<file path="src/rtl/cra_dispatch.sv">
// cra_dispatch: microsequencer next-address dispatch with DRAM field latch,
// parity check and a 4-entry return stack.
module cra_dispatch (
  input  logic        clk_cra_h,
  input  logic        reset_h,
  input  logic        cra_adv_h,
  input  logic        con_load_dram_l,
  input  logic [7:0]  dram_j_h,
  input  logic [2:0]  dram_a_h,
  input  logic [2:0]  dram_b_h,
  input  logic        dram_odd_parity_h,
  input  logic [2:0]  ir_norm_h,
  input  logic        ir_test_satisfied_h,
  input  logic [10:0] cram_j_h,
  input  logic [2:0]  cram_disp_h,
  input  logic        diag_clr_err_h,
  output logic [10:0] cra_addr_h,
  output logic        dram_par_err_h,
  output logic        stk_ovf_h,
  output logic        stk_unf_h,
  output logic [2:0]  stk_depth_h
);
  typedef enum logic [2:0] {
    D_JUMP, D_DRAM_J, D_DRAM_A, D_DRAM_B, D_NORM, D_TEST, D_CALL, D_RET
  } disp_e;
  disp_e             disp;
  logic [10:0]       addr_q, addr_d, inc;
  logic [3:0][10:0]  stk_q, stk_d;
  logic [2:0]        depth_q, depth_d;
  logic [7:0]        j_q, j_d;
  logic [2:0]        a_q, a_d, b_q, b_d;
  logic              par_q, par_d, chk_q, chk_d;
  logic              err_q, err_d, ovf_q, ovf_d, unf_q, unf_d;
  logic              load, push, pop, par_bad;
  assign disp = disp_e'(cram_disp_h);
  always_comb begin
    addr_d  = addr_q;
    stk_d   = stk_q;
    depth_d = depth_q;
    j_d     = j_q;
    a_d     = a_q;
    b_d     = b_q;
    par_d   = par_q;
    chk_d   = chk_q;
    inc     = addr_q + 11'd1;
    load    = cra_adv_h & ~con_load_dram_l;
    push    = cra_adv_h & (disp == D_CALL);
    pop     = cra_adv_h & (disp == D_RET);
    par_bad = cra_adv_h & chk_q & ~^{j_q, a_q, b_q, par_q};
    if (cra_adv_h) begin
      case (disp)
        D_JUMP:   addr_d = cram_j_h;
        D_DRAM_J: addr_d = {cram_j_h[10:8], j_q};
        D_DRAM_A: addr_d = {cram_j_h[10:3], a_q};
        D_DRAM_B: addr_d = {cram_j_h[10:3], b_q};
        D_NORM:   addr_d = {cram_j_h[10:3], ir_norm_h};
        D_TEST:   addr_d = {cram_j_h[10:1], cram_j_h[0] | ir_test_satisfied_h};
        D_CALL:   addr_d = cram_j_h;
        default:  addr_d = (depth_q == 3'd0) ? 11'd0 : stk_q[0];
      endcase
      chk_d = load;
    end
    // Entry 0 is the top; a push at full depth shifts the oldest out of entry 3.
    if (push) begin
      stk_d   = {stk_q[2:0], inc};
      depth_d = (depth_q == 3'd4) ? 3'd4 : depth_q + 3'd1;
    end
    if (pop) begin
      stk_d   = {11'd0, stk_q[3:1]};
      depth_d = (depth_q == 3'd0) ? 3'd0 : depth_q - 3'd1;
    end
    if (load) begin
      j_d   = dram_j_h;
      a_d   = dram_a_h;
      b_d   = dram_b_h;
      par_d = dram_odd_parity_h;
    end
    err_d = (diag_clr_err_h ? 1'b0 : err_q) | par_bad;
    ovf_d = (diag_clr_err_h ? 1'b0 : ovf_q) | (push & (depth_q == 3'd4));
    unf_d = (diag_clr_err_h ? 1'b0 : unf_q) | (pop & (depth_q == 3'd0));
  end
  always_ff @(posedge clk_cra_h or posedge reset_h) begin
    if (reset_h) begin
      addr_q  <= '0;
      stk_q   <= '0;
      depth_q <= '0;
      j_q     <= '0;
      a_q     <= '0;
      b_q     <= '0;
      par_q   <= 1'b1;
      chk_q   <= 1'b0;
      err_q   <= 1'b0;
      ovf_q   <= 1'b0;
      unf_q   <= 1'b0;
    end else begin
      addr_q  <= addr_d;
      stk_q   <= stk_d;
      depth_q <= depth_d;
      j_q     <= j_d;
      a_q     <= a_d;
      b_q     <= b_d;
      par_q   <= par_d;
      chk_q   <= chk_d;
      err_q   <= err_d;
      ovf_q   <= ovf_d;
      unf_q   <= unf_d;
    end
  end
  assign cra_addr_h     = addr_q;
  assign dram_par_err_h = err_q;
  assign stk_ovf_h      = ovf_q;
  assign stk_unf_h      = unf_q;
  assign stk_depth_h    = depth_q;
endmodule
</file>
<file path="config.mk">
export PLATFORM = sky130hd
export DESIGN_NAME = cra_dispatch
export DESIGN_NICKNAME = d
export VERILOG_FILES = /design/src/rtl/cra_dispatch.sv
export SDC_FILE = /design/constraint.sdc
export NUM_CORES = 1
export LEC_CHECK = 0
export ABC_AREA = 1
export BUFFER_PORTS_ARGS = -buffer_cell sky130_fd_sc_hd__buf_4
export CORE_ASPECT_RATIO = 0.9
export CORE_MARGIN = 4
export CORE_UTILIZATION = 31
export DETAILED_ROUTE_END_ITERATION = 10
export PLACE_DENSITY_LB_ADDON = 0.1
export SKIP_LAST_GASP = 1
export SLEW_MARGIN = 20
export SYNTH_ARGS = -nofsm -noshare
export SYNTH_HDL_FRONTEND = slang
export SYNTH_SLANG_ARGS = --single-unit
</file>
<file path="constraint.sdc">
create_clock -name clk_cra_h -period 4.57 [get_ports clk_cra_h]
set_clock_uncertainty 0.2 [all_clocks]
set_input_delay 0.2285 -clock clk_cra_h [delete_from_list [all_inputs] [get_ports clk_cra_h]]
set_output_delay 0.2285 -clock clk_cra_h [all_outputs]
set_load 0.01 [all_outputs]
</file>
==> results of run 1 <==
final cells by class:
type | count | area (µm²) | share of cell area
Tap cell | 164 | 205.2 | 0.04055
Sequential cell | 77 | 1928 | 0.3811
Clock inverter | 5 | 85.08 | 0.01682
Clock buffer | 11 | 232.7 | 0.04599
Multi-Input combinational cell | 352 | 1754 | 0.3467
Timing Repair Buffer | 73 | 593.1 | 0.1172
Inverter | 69 | 261.5 | 0.05168
metrics by stage:
step,util,hold WS (ns),setup slack [ns]
floorplan,-,0.1586,2.176
global placement,0.3555,0.2695,2.145
detailed placement,0.3555,0.2672,2.100
CTS,0.3943,0.006794,2.439
global route,0.3943,0.02996,2.263
finish,0.3943,0.01534,2.437
sequential cells by signal, summed over array words and instances (netlist names):
register,cells
a_q,3
b_q,3
chk_q,1
cra_addr_h,11
dram_par_err_h,1
j_q,8
par_q,1
stk_depth_h,3
stk_ovf_h,1
stk_q,44
stk_unf_h,1
cell families after synthesis:
kind of cell,after synthesis,share of synthesized area
AOI/OAI and AO/OA,107,0.1683
xor gates and xnor gates,3,0.006394
adders and majority gates,4,0.01218
buffers and inverters,91,0.1041
DFF,77,0.4691
and+or+nand+nor,238,0.2399
layer usage:
metal,up-vias,global-route usage,wire (µm)
li1,1813,-,-
met1,1675,0.2169,5616
met2,53,0.2279,4544
met3,11,0.03176,391
met4,0,0.04829,140
met5,-,0,0
cells in the final DEF (no fill, tap or decap), drive strengths merged, types with 2 or more instances in the layout:
cell type / synthesis / final
nand2: 160 / 160
dfrtp: 76 / 76
inv: 69 / 69
buf: 17 / 55
nor2: 43 / 43
o21ai: 36 / 36
a21oi: 28 / 28
nand3: 26 / 26
dlygate4sd3: 0 / 18
o221ai: 18 / 18
a22oi: 16 / 16
clkbuf: 5 / 11
or2: 5 / 5
ha: 4 / 4
o211ai: 4 / 4
nor3: 3 / 3
o22ai: 3 / 3
xnor2: 2 / 2
clkinv: 0 / 2
bufinv: 0 / 2
worst max-delay path, stage by stage:
cell	delay [ns]
buf_4	0.13
inv_2	0.16
nor3_4	0.77
nor2_4	0.29
inv_4	0.33
o2111ai_1	0.16
o21ai_1	0.10
power breakdown:
group          internal (mW)  switching, mW
logic                  0.218          0.295
clock network          0.481          0.294
registers              0.829          0.110
how the worst max path moves through the flow:
stage / start / cells after the start / endpoint / slack (ns)
2_1_floorplan: reset_h / 1 / a_q[0] / 2.18
3_3_place_gp: cra_adv_h / 7 / stk_depth_h[0] / 2.14
3_5_place_dp: cra_adv_h / 7 / stk_depth_h[0] / 2.10
4_1_cts: cra_adv_h / 7 / stk_depth_h[0] / 2.44
5_1_grt: cra_adv_h / 7 / stk_depth_h[0] / 2.26
6_report: cra_adv_h / 7 / stk_depth_h[0] / 2.44
==> summary.md, run 1 <==
| Metric | Value |
|---|---|
| Total number of vias | `3,552` |
| Fmax | `about 470 MHz` |
| EDFF count, synth | `0` |
| CTS resizes | `0` |
| Grt total ovfl | `0` |
| Final WL | `about 11,000 µm` |
| Largest area contributor in the netlist | `dfrtp_1` |
| Max Transition Viols Final | `0` |
| Minimum clock period | `about 2.1 ns` |
| Dominant cells by area after synthesis | `dfrtp_1, nand2_1, inv_1, nor2_1, a21oi_1` |
| Initial Util | `0.3203` |
| Final Power | `2.228 mW` |
| Required @ worst endpoint | `4.63 ns` |
| DRC violations left | `0` |
| Run status | `complete, no violations` |
| Sink Count | `77` |
| Global-route wire length before repair | `17,890 µm` |
| Clk Tree Root Cell | `clkbuf_16` |
| Top-count cell post-synth | `nand2_1` |
| Clk Latency, worst-skew pair | `around 0.34 ns` |
| RSZ-0062 raised after global routing | `no` |
| Worst hold path cell count | `3` |
| Die width | `129.4 µm` |
| Critical path class | `input pin to flop` |
| H-tree depth | `3` |
| R2r endpoint | `cra_addr_h[2]` |
| Worst hold-check path type | `input pin to flop` |
| Worst r2r src | `stk_depth_h[0]` |
| Core area | `around 13,000 µm²` |
| Synth unique cells | `36` |
| Bufs on Longest Clock Path | `2` |
| IO buf count | `54` |
| Placed cell count | `717` |
| Max-cap violations | `0` |
| Initial DRC count | `between 150 and 200` |
| Die Area | `between 15,000 and 20,000 µm²` |
| Fill cell count | `1,347` |
| N_diodes | `0` |
| Placed cell area | `4562 µm²` |
| Slew at the pin closest to its max-slew limit | `1.047 ns` |
| Fin area | `5060 µm²` |
| RePlAce Congestion | `~0.8` |
| Layout cells sized above 1 | `0.1516` |
| Setup Buffers After CTS | `0` |
| Final hold vios | `0` |
| Vias per cell | `4.730` |
| Post-synthesis sequential area ratio | `0.4691` |
| Hold Path Origin | `cram_j_h[8]` |
| Row Count | `39` |
| # IOs | `55` |
| Arr. time, crit path | `2.19 ns` |
| Syn Nets | `562` |
| Initial antenna violation count | `0` |
| Area Overhead vs Synth | `23.10%` |
| CTS Buf Count | `9` |
| # hold bufs at CTS | `18` |
| Most frequent cells after synthesis | `nand2_1, dfrtp_1, inv_1` |
| Pwr dens | `440.3 nW/µm²` |
| Cells after Synth | `520` |
| Reg2Reg Setup Slack | `2.53 ns` |
| Syn_area_per_cell | `7.904 µm²` |
| Nets@finish | `624` |
| Tot GR Track Use | `0.1509` |
| R2R cell count | `9` |
| Total Neg Setup Slack | `0 ns` |
| Detail Route Antenna Nets | `0` |
| YS warnings | `0` |
| DIE HEIGHT | `between 100 and 150 µm` |
| # setup viols final | `0` |
| Vias in the first global route | `3,484` |
| Critical path peak fanout | `26` |
| CP endpoint kind | `flop` |
| Largest net degree at the start of global routing | `41` |
| Commonest register cell after synthesis | `dfrtp_1` |
| Mapped Area | `about 4100 µm²` |
| Hold Path End | `cra_addr_h[8]` |
| FFs w/ async S/R, synth | `1.000` |
| TritonCTS clock tree | `yes` |
| Leakage | `2.521 nW` |
| Slew headroom | `0.3019` |
| Yosys top cell area share | `0.4627` |
| Avg WL per Cell | `around 14 µm` |
| Hpwl dp | `between 7000 and 8000 µm` |
| Clock-pin slew on the worst setup and hold paths | `0.06 ns` |
| Worst vdd ir | `approximately 0.00017 V` |
| Setup crit start kind | `input pin` |
| Seq cells post-synth | `77` |
| Initial DRT Pass Iterations | `4` |
| Fin cells | `approximately 750` |
| Post-route clock period utilization | `0.4668` |
Note: power is estimated with default switching activity, not from simulation.
==> inputs of run 2 (changes only) <==
clock period = 1.9 ns   (was 4.57 ns; I/O delays follow)
==> run 2 against run 1 <==
Worst setup slack got worse by 2.2 ns. Power rose by 130%. Die area did not move. Critical endpoint is now stk_q[10]. Highest routed layer unchanged. First-iteration DRC count rose by 9.5%. Largest power group unchanged. Flip-flop and latch count did not move. Worst hold slack got worse by 0.0068 ns. Combinational power rose to 2.7 times the previous value. Utilization rose by 1.6 points.
==> summary.md, run 2 (same netlist as run 1, synthesis figures left out) <==
| Metric | Value |
|---|---|
| N_diodes | `0` |
| CTS Buf Count | `9` |
| Arr. time, crit path | `around 1.7 ns` |
| Clk Tree Root Cell | `clkbuf_16` |
| Final core occ | `0.4102` |
| Die width | `129.4 µm` |
| Fill cell count | `1,332` |
| Sink Count | `77` |
| Row Count | `39` |
| Initial DRC count | `around 210` |
| Vias per cell | `4.737` |
| Clock-pin slew on the worst setup and hold paths | `0.06 ns` |
| Final WL | `10,860 µm` |
| Final Power | `5.135 mW` |
| Vias in the first global route | `~3,700` |
| Slew at the pin closest to its max-slew limit | `0.6165 ns` |
| Initial antenna violation count | `0` |
| Final hold vios | `0` |
| # setup viols final | `0` |
| H-tree depth | `3` |
| RSZ-0062 raised after global routing | `no` |
| Slew headroom | `0.5881` |
| Nets@finish | `650` |
| Leakage | `2.622 nW` |
| Worst vdd ir | `0.0003810 V` |
| Required @ worst endpoint | `around 1.9 ns` |
| Commonest non-fill, non-tap cells in the layout | `nand2_1, dfrtp_1, buf_4, inv_1, nor2_1` |
| Fmax | `about 600 MHz` |
| Pwr dens | `975.5 nW/µm²` |
| Reg2Reg Setup Slack | `0.19 ns` |
| Initial DRT Pass Iterations | `4` |
| Max Transition Viols Final | `0` |
| Clk Latency, worst-skew pair | `0.33 ns` |
| Bufs on Longest Clock Path | `2` |
| Worst Setup SP | `cra_addr_h[0]` |
| Reg with most FFs | `stk_q` |
| R2r endpoint | `stk_q[10]` |
| Max-cap violations | `0` |
| Worst Setup EP | `stk_q[10]` |
| Max reg flops | `44` |
| Post-route clock period utilization | `0.8988` |
| DRC violations left | `0` |
| RePlAce Congestion | `0.7990` |
| Worst hold path cell count | `7` |
| CP endpoint kind | `flop` |
| Core area | `12,830 µm²` |
| Setup crit start kind | `flop` |
| Hpwl dp | `a little under 8000 µm` |
| Setup Buffers After CTS | `0` |
| Worst hold-check path type | `input pin to flop` |
| TritonCTS clock tree | `yes` |
| R2R cell count | `8` |
| Avg WL per Cell | `13.97 µm` |
| Die Area | `15,170 µm²` |
| Layout cells sized above 1 | `0.1762` |
| Minimum clock period | `approximately 1.7 ns` |
| Run status | `complete, no violations` |
| Area Overhead vs Synth | `28.07%` |
| Final setup margin | `0.1923 ns` |
| IO buf count | `54` |
| Commonest non-fill, non-tap cell in the layout | `nand2_1` |
| Pre-CTS setup slack | `-0.06645 ns` |
| Largest net degree at the start of global routing | `35` |
| # IOs | `55` |
| Critical path peak fanout | `5` |
| Grt total ovfl | `0` |
| Global-route wire length before repair | `18,160 µm` |
| Detail Route Antenna Nets | `0` |
| Total Neg Setup Slack | `0 ns` |
| Initial Util | `0.3203` |
| Tot GR Track Use | `0.1529` |
| Critical path class | `flop to flop` |
| DIE HEIGHT | `117.2 µm` |
| Worst r2r src | `cra_addr_h[0]` |
| Total number of vias | `between 3,000 and 4,000` |
run 2: cell count changes in the layout (fill, tap and decap cells not counted), moves of 2 or more:
| cell | before | now |
|---|---|---|
| buf_4 | 55 | 69 |
| dlygate4sd3_1 | 18 | 28 |
| clkinv_2 | 0 | 4 |
| nor2_1 | 42 | 39 |
| buf_12 | 0 | 2 |
| bufinv_16 | 2 | 0 |
| clkinv_4 | 2 | 0 |
| nor2_2 | 0 | 2 |
run 2: report_power, final:
part | total, mW | leakage, nW | internal, mW | switching, mW
combinational | 1.37 | 1.55 | 0.612 | 0.754
clock | 1.53 | 0.129 | 0.875 | 0.657
sequential | 2.24 | 0.944 | 1.99 | 0.242
run 2: metal layers:
metal	up-vias	share of wire	global-route usage
li1	1873	-	-
met1	1729	0.51	0.2138
met2	62	0.43	0.2358
met3	17	0.041	0.03221
met4	0	0.017	0.05318
met5	-	0	0
run 2: how the worst min path moves through the flow:
stage                           start             end  slack (ns)
finish                   ir_norm_h[0]   cra_addr_h[0]       0.009
CTS                      ir_norm_h[0]   cra_addr_h[0]       0.004
floorplan           dram_odd_parity_h           par_q        0.03
detailed placement            reset_h  dram_par_err_h        0.01
global route              cram_j_h[3]   cra_addr_h[3]        0.04
global placement              reset_h  dram_par_err_h        0.02
run 2: critical path, cell delays in order, from the launching register on:
cell	delay (ns)
dfrtp_1	0.44
ha_1	0.21
nand2_1	0.08
inv_1	0.12
nand3_1	0.14
nor2_2	0.18
nand3_1	0.08
nand3_1	0.09
nand2_1	0.05
run 2: what timing repair did:
action	CTS	global route
gates resized for setup	1	3
hold endpoints to repair	48	0
endpoints found under the setup margin	11	6
hold buffers	28	0
pin swaps	0	0
run 2: stage by stage:
stage          cell area, µm²  cells  hold slack [ns]
3_3_place_gp             4711    733          0.02358
3_5_place_dp             4711    733          0.01381
5_1_grt                  5264    777          0.03710
4_1_cts                  5254    777         0.003855
6_report                 5264    777         0.008578
2_1_floorplan            4114    520          0.02507
run 2: layout make-up:
cell class              instances  area, µm²  area share
well taps                     164      205.2     0.03898
multi-input cells             352       1767      0.3356
repair buffers                 99      838.3      0.1593
clock inverters                 5      27.53    0.005229
inverters                      69      265.3     0.05039
clock buffers                  11      232.7     0.04421
flip-flops and latches         77       1928      0.3663
==> inputs of run 3 (changes only) <==
PLACE_DENSITY_LB_ADDON = default   (was 0.1)
==> run 3 against run 2 <==
Worst setup slack worse by 0.060 ns. Clock power increased by 8%. First-iteration DRC count increased by 28%. Critical path type unchanged. Critical endpoint is now cra_addr_h[1]. Largest power group unchanged.
==> summary.md, run 3 (same netlist as run 1, synthesis figures left out) <==
| Metric | Value |
|---|---|
| Post-route clock period utilization | `0.9306` |
| Setup Buffers After CTS | `0` |
| CTS Buf Count | `9` |
| Area Overhead vs Synth | `27.43%` |
| TritonCTS clock tree | `yes` |
| Grt total ovfl | `0` |
| Leakage | `2.596 nW` |
| Avg WL per Cell | `13.67 µm` |
| Bufs on Longest Clock Path | `2` |
| Max Transition Viols Final | `0` |
| CP Cell Sequence | `inv_2 > ha_2 > inv_1 > nor2_2 > nor2_1 > buf_4 > a21oi_1 > nand3_1 > nand2_1 > inv_1` |
| Placed cell count | `726` |
| Initial DRC count | `approximately 270` |
| Fmax | `565.6 MHz` |
| Clk Tree Root Cell | `clkbuf_16` |
| Commonest non-fill, non-tap cells in the layout | `nand2_1, dfrtp_1, inv_1, buf_4, nor2_1` |
| Critical path class | `flop to flop` |
| Worst r2r src | `stk_depth_h[0]` |
| Nets@finish | `around 640` |
| Hpwl dp | `7513 µm` |
| Worst vdd ir | `0.0004982 V` |
| Fin cells | `769` |
| R2r endpoint | `cra_addr_h[1]` |
| Required @ worst endpoint | `1.93 ns` |
| Vias per cell | `between 4 and 5` |
| Max-cap violations | `0` |
| Clk Latency, worst-skew pair | `0.34 ns` |
| Largest net degree at the start of global routing | `37` |
| Initial DRT Pass Iterations | `5` |
| Pwr dens | `just under 1000 nW/µm²` |
| Worst hold slack | `around 0.023 ns` |
| Detail Route Antenna Nets | `0` |
| # setup viols final | `0` |
| Most frequent CP cell | `inv_1` |
| Global-route wire length before repair | `18,010 µm` |
| Total Neg Setup Slack | `0 ns` |
| Tot GR Track Use | `0.1496` |
| Slew headroom | `0.5482` |
| Reg with most FFs | `stk_q` |
| CP max stage cell | `dfrtp_1` |
| Total number of vias | `3,777` |
| Row Count | `39` |
| Critical path peak fanout | `11` |
| Sink Count | `between 70 and 80` |
| N_diodes | `0` |
| Worst hold-check path type | `input pin to flop` |
| Layout cells sized above 1 | `0.1702` |
| CP endpoint kind | `flop` |
| # IOs | `55` |
| Pre-CTS setup slack | `0.06825 ns` |
| RePlAce Congestion | `approximately 0.81` |
| Max reg flops | `44` |
| Initial Util | `0.3203` |
| R2R cell count | `10` |
| DRC violations left | `0` |
| Die width | `129.4 µm` |
| Reg2Reg Setup Slack | `between 0.1 and 0.15 ns` |
| Worst Setup EP | `cra_addr_h[1]` |
| Slew at the pin closest to its max-slew limit | `0.6761 ns` |
| IO buf count | `54` |
| Vias in the first global route | `3,705` |
| Initial antenna violation count | `0` |
| Arr. time, crit path | `1.80 ns` |
| Final setup margin | `0.1318 ns` |
| Fill cell count | `1,322` |
| Run status | `complete, no violations` |
| Die Area | `15,170 µm²` |
| DIE HEIGHT | `117.2 µm` |
| Minimum clock period | `between 1.5 and 2 ns` |
| Final hold vios | `0` |
| H-tree depth | `3` |
| Clock-pin slew on the worst setup and hold paths | `0.06 ns` |
| Core area | `12,830 µm²` |
| Setup crit start kind | `flop` |
| RSZ-0062 raised after global routing | `no` |
| Worst Setup SP | `stk_depth_h[0]` |
| Commonest non-fill, non-tap cell in the layout | `nand2_1` |
| Crit path largest cell delay | `0.40 ns` |
| Final WL | `10,510 µm` |
==> run 3: cell count changes in the layout (fill, tap and decap cells not counted), sizes merged <==
cell / change
clkinv: -2
buf: -7
dlygate4sd3: +1
clkbuf: -1
bufinv: +1
==> run 3: layout make-up <==
| type | instances | area, µm² | share of cell area |
|---|---|---|---|
| flip-flops and latches | 77 | 1929 | 0.3684 |
| multi-input cells | 352 | 1762 | 0.3364 |
| repair buffers | 93 | 795.8 | 0.1519 |
| inverters | 69 | 265.3 | 0.05064 |
| clock buffers | 10 | 229.0 | 0.04372 |
| well taps | 164 | 205.2 | 0.03918 |
| clock inverters | 4 | 51.30 | 0.009795 |
==> run 3: routing by layer <==
| layer | global-route usage | wire, µm | up-vias |
|---|---|---|---|
| met5 | 0 | 0 | - |
| met4 | 0.03359 | 101 | 0 |
| met3 | 0.04083 | 620 | 12 |
| met2 | 0.2352 | 4687 | 92 |
| met1 | 0.2075 | 5102 | 1818 |
| li1 | - | - | 1855 |
==> run 3: worst min-delay path by stage <==
stage / from / end / slack (ns) / cells after the start
detailed placement: reset_h / a_q[1] / 0.02 / 2
global route: ir_norm_h[0] / cra_addr_h[0] / 0.08 / 7
CTS: ir_norm_h[0] / cra_addr_h[0] / 0.02 / 7
global placement: reset_h / dram_par_err_h / 0.0009 / 2
floorplan: dram_odd_parity_h / par_q / 0.03 / 2
finish: cram_j_h[4] / cra_addr_h[4] / 0.02 / 5
==> run 3: where the power goes <==
group / leakage [nW] / switching (mW) / internal [mW] / total, mW
Combinational: 1.52 / 0.725 / 0.567 / 1.29
Clock: 0.134 / 0.652 / 1.00 / 1.65
Sequential: 0.943 / 0.265 / 1.99 / 2.26
==> run 3: timing repair <==
item / in CTS / in global routing
setup endpoints to repair: 0 / 8
endpoints found under the hold margin: 50 / 0
hold buffers: 29 / 0
gates resized for setup: 0 / 6
==> run 3: stage by stage <==
step | instance area (µm²) | util | power [mW]
5_1_grt | 5238 | 0.4081 | 5.551
3_3_place_gp | 4658 | 0.3630 | 3.465
3_5_place_dp | 4658 | 0.3630 | 3.520
2_1_floorplan | 4114 | - | 3.080
4_1_cts | 5229 | 0.4074 | 5.233
6_report | 5238 | 0.4081 | 5.206
==> run 3: critical path: cells and delay by family, from the launching register on <==
kind / cells / cell delay (ns)
AOI/OAI and AO/OA: 1 / 0.15
adders and majority gates: 1 / 0.19
buffers and inverters: 4 / 0.35
DFF: 1 / 0.40
and+or+nand+nor: 4 / 0.36
